===== src/rtl/ring_counter_pkg.sv =====
// Shared types and constants for the multimode ring/Johnson counter.
package ring_counter_pkg;

    typedef enum logic {
        MODE_RING    = 1'b0,
        MODE_TWISTED = 1'b1
    } counter_mode_t;

    // Reset/home state: only bit 0 set, legal in both modes.
    function automatic logic [31:0] home_value(input int unsigned n);
        logic [31:0] v;
        v = '0;
        if (n > 0) v[0] = 1'b1;
        return v;
    endfunction

endpackage


===== src/rtl/ring_state_check.sv =====
// Combinational legality check of a counter state for the selected mode.
module ring_state_check
    import ring_counter_pkg::*;
#(
    parameter int N = 4
) (
    input  logic [N-1:0]  q,
    input  counter_mode_t mode,
    output logic          legal
);

    logic [5:0] w_ones;
    logic [5:0] w_trans;

    always_comb begin
        w_ones  = '0;
        w_trans = '0;
        for (int unsigned i = 0; i < N; i++) begin
            w_ones  = w_ones + 6'(q[i]);
            // Circular neighbour compare; a Johnson state has 0 or 2 edges.
            w_trans = w_trans + 6'(q[i] ^ q[(i + 1) % N]);
        end
        if (mode == MODE_RING) begin
            legal = (w_ones == 6'd1);
        end else begin
            legal = (w_trans == 6'd0) || (w_trans == 6'd2);
        end
    end

endmodule


===== src/rtl/multimode_ring_counter.sv =====
// One-hot ring / Johnson counter with direction, parallel load,
// self-correction of illegal states and a terminal-count pulse.
module multimode_ring_counter
    import ring_counter_pkg::*;
#(
    parameter int NUMBER_OF_FLOPS = 4
) (
    input  logic                       clk,
    input  logic                       rst,
    input  logic                       en,
    input  logic                       dir,
    input  counter_mode_t              mode,
    input  logic                       load,
    input  logic [NUMBER_OF_FLOPS-1:0] load_val,
    output logic [NUMBER_OF_FLOPS-1:0] q,
    output logic                       q_out,
    output logic                       tc,
    output logic                       illegal
);

    localparam int N = NUMBER_OF_FLOPS;
    localparam logic [N-1:0] HOME = N'(home_value(N));

    logic [N-1:0] r_q;
    logic         r_tc;
    logic         r_illegal;

    logic         w_legal;
    logic         w_fb;
    logic [N-1:0] w_shift;

    ring_state_check #(.N(N)) u_check (
        .q     (r_q),
        .mode  (mode),
        .legal (w_legal)
    );

    always_comb begin
        w_fb    = 1'b0;
        w_shift = r_q;
        if (dir == 1'b0) begin
            w_fb    = (mode == MODE_TWISTED) ? ~r_q[N-1] : r_q[N-1];
            w_shift = {r_q[N-2:0], w_fb};
        end else begin
            w_fb    = (mode == MODE_TWISTED) ? ~r_q[0] : r_q[0];
            w_shift = {w_fb, r_q[N-1:1]};
        end
    end

    // Priority: load, then correction, then shift, else hold.
    always_ff @(posedge clk or negedge rst) begin
        if (!rst) begin
            r_q       <= HOME;
            r_tc      <= 1'b0;
            r_illegal <= 1'b0;
        end else begin
            r_tc      <= 1'b0;
            r_illegal <= 1'b0;
            if (load) begin
                r_q <= load_val;
            end else if (en) begin
                if (!w_legal) begin
                    r_q       <= HOME;
                    r_illegal <= 1'b1;
                end else begin
                    r_q  <= w_shift;
                    r_tc <= (w_shift == HOME);
                end
            end
        end
    end

    assign q       = r_q;
    assign q_out   = r_q[N-1];
    assign tc      = r_tc;
    assign illegal = r_illegal;

endmodule

===== config.mk =====
export PLATFORM = sky130hd
export DESIGN_NAME = multimode_ring_counter
export DESIGN_NICKNAME = d
export VERILOG_FILES = /design/src/rtl/ring_counter_pkg.sv /design/src/rtl/ring_state_check.sv /design/src/rtl/multimode_ring_counter.sv
export SDC_FILE = /design/constraint.sdc
export NUM_CORES = 1
export LEC_CHECK = 0
export ABC_AREA = 1
export ABC_CLOCK_PERIOD_IN_PS = 6600
export BUFFER_PORTS_ARGS = -buffer_cell sky130_fd_sc_hd__buf_4
export CAP_MARGIN = 5
export CORE_MARGIN = 8
export CORE_UTILIZATION = 40
export CTS_CLUSTER_SIZE = 24
export DETAILED_ROUTE_END_ITERATION = 8
export PLACE_DENSITY = 0.65
export REMOVE_ABC_BUFFERS = 1
export SETUP_SLACK_MARGIN = 0.15
export SLEW_MARGIN = 20
export SYNTH_ARGS = -nofsm -noshare
export SYNTH_HDL_FRONTEND = slang
export SYNTH_HIERARCHICAL = 1
export SYNTH_SLANG_ARGS = --single-unit

===== constraint.sdc =====
create_clock -name clk -period 6.6 [get_ports clk]
set_input_delay 1.32 -clock clk [delete_from_list [all_inputs] [get_ports clk]]
set_output_delay 1.32 -clock clk [all_outputs]
set_load 0.01 [all_outputs]

==> metrics.txt <==
Wirelength per Cell about 10 um; final cell count without fillers approximately 110; top-area cell type share of the netlist area 0.235; fin nets 112; share of cells above drive strength 1 0.234; area delta synth->final 29.6%; Hold/Removal Path Class reg2reg; period utilization 0.383; Placed Instances about 110; Clock Tree Buf Depth 2; main area contributors after synthesis dfrtp_1 24%, nand2_1 15%, ha_1 14%, inv_1 9.9%, dfstp_2 4.9%; Rows 13; critical path data required time slightly below 7 ns; Commonest cells post-synth 21 x nand2_1, 14 x inv_1, 6 x ha_1; CTS tree done; core area approximately 1300 sq um; XOR/XNOR Fraction of Synth Area 0.0494; Final Wtd Congestion between 0.7 and 0.8; Post-CTS Setup Inserts 0; Startpoint Class flip-flop; setup TNS 0 ns; I/O pin cnt 17; flop2flop setup slack around 4.1 ns; CP Class reg2reg; TritonRoute pass-1 iters 4; Async SR Flop Fraction 1.00; most common cell in the netlist nand2_1; leakage power total 0.399 nW; Num Clock Sinks 6; largest net degree at the start of global routing 10; arrival time worst endpoint approximately 2.7 ns; Synth area leader dfrtp_1; mux cell area share after synthesis 0; Mapped Area about 530 sq um; initial antenna violation count 0; simple-gate share of the synthesized area 0.268; ys flop type dfrtp_1; yosys warns 6; sequential area share after synthesis 0.285; post-synthesis register bit count 6; Slew @ Worst Pin 0.325 ns; total track usage 0.0970; CTS root buf clkbuf_4; WL final ~1100 um; Inserted Clock Buffers 3; drc violations 0; main combinational cell family by area after synthesis simple AND/OR/NAND/NOR gates; post-cts sizing count 0; pwr dens about 250 nW/um^2; setup violators final 0; 1st-iter DRT viols 4; post-synthesis adder-cell area fraction 0.179; fin. max-slew vios 0; outcome completed; Synth cell types 17; clk_skew around 0.0076 ns; Post-synth EDFFs 0; crit path capture type flip-flop; first-pass GRT wire length 2060 um; Starting Density 0.419; hpwl dp around 900 um; chip height around 52 um; n_diodes 0; vias post-DR 495; Max VDD drop a little under 0.0001 V; worst rel slew slack 0.783; clock-pin slew on the worst setup and hold paths 0.05 ns; total grt overflow 0; Post-CTS Hold Buffers 0; post-synthesis compound-gate area fraction 0.0988; H-tree Lvls 1; Final Hold Vio Count 0; Max Cap Viol 0; Clock Latency Late Sink approximately 0.24 ns; Die Area between 2000 and 3000 sq um; Fmax around 400 MHz; Critical Path Fanout Max 8; number of global-route vias before repair around 520; Final min period between 2 and 3 ns; via-per-instance ratio 4.54; Mapped Cells 75; Horiz. Die Dim around 52 um; syn_area_per_cell ~7 sq um; number of port buffers 16; Final ANT Viol Nets 0; unrepaired setup endpoints after global routing no
[registers in the layout, indices dropped and copies added (netlist names)]
register and flops:
illegal 1, q 4, tc 1
[logic make-up after synthesis]
logic type                 count (synthesis)
AOI/OAI and AO/OA                          9
xor gates and xnor gates                   3
adders and majority gates                  7
buffers and inverters                     16
DFF                                        6
and+or+nand+nor                           34
[worst paths after layout]
check,start,depth (start not counted),end
worst max-delay path,q[0],14,tc
worst min-delay path,q[0],2,q[0]
worst max register to register,q[0],14,tc
worst min register to register,q[0],2,q[0]
max in group asynchronous,rst,1,q[0]
min in group asynchronous,rst,1,illegal
[worst max-delay path: stages, from the launching register on]
cell and delay [ns]:
dfstp_2 0.62, inv_1 0.09, fa_1 0.53, inv_1 0.04, ha_1 0.18, ha_1 0.26
inv_1 0.05, nand3_1 0.07, nand2_1 0.06, inv_1 0.06, nor2_2 0.12, nand2_1 0.09
nor2_1 0.10, nand3_1 0.07, nor2_1 0.12
[per-layer routing]
layer  part of all wire  GRT usage  wire, um  vias to the layer above
met5                  0          0         0                        -
met2               0.49      0.144       547                       11
met4                  0     0.0647         0                        0
met3              0.032     0.0227        36                        0
li1                   -          -         -                      271
met1               0.48      0.121       537                      213
[power by group]
group	internal, W	switching (W)	leakage (nW)
Combinational	0.0000389	0.0000436	0.309
Sequential	0.0000435	0.0000113	0.0751
Clock	0.0000229	0.0000126	0.0150
Total	0.000105	0.0000675	0.399
[through the flow]
| stage | setup WS [ns] | hold slack, ns | util | area (sq um) | total power, W |
|---|---|---|---|---|---|
| floorplan | 4.23 | 0.520 | - | 524 | 0.000109 |
| global placement | 4.06 | 0.545 | 0.523 | 663 | 0.000138 |
| detailed placement | 4.07 | 0.540 | 0.523 | 663 | 0.000139 |
| CTS | 4.06 | 0.546 | 0.543 | 689 | 0.000176 |
| global route | 3.86 | 0.570 | 0.543 | 689 | 0.000196 |
| finish | 4.07 | 0.547 | 0.543 | 689 | 0.000173 |
[layout by cell type, fill, tap and decap left out, drive strengths merged]
cell type / n
fa: 1
dfstp: 1
or2: 1
nand3: 5
nand2: 21
buf: 16
nor2: 6
clkbuf: 4
ha: 6
a21oi: 1
xor2: 3
a22oi: 3
o21ai: 5
nand3b: 1
inv: 15
dfrtp: 5
[final cells by class]
type                            count  area (sq um)
Fill cell                         138           579
Multi-Input combinational cell     53           317
Sequential cell                     6           151
Timing Repair Buffer               16           120
Inverter                           15          56.3
Clock buffer                        4          26.3
Tap cell                           15          18.8
Power figures use the tool's default switching activity.
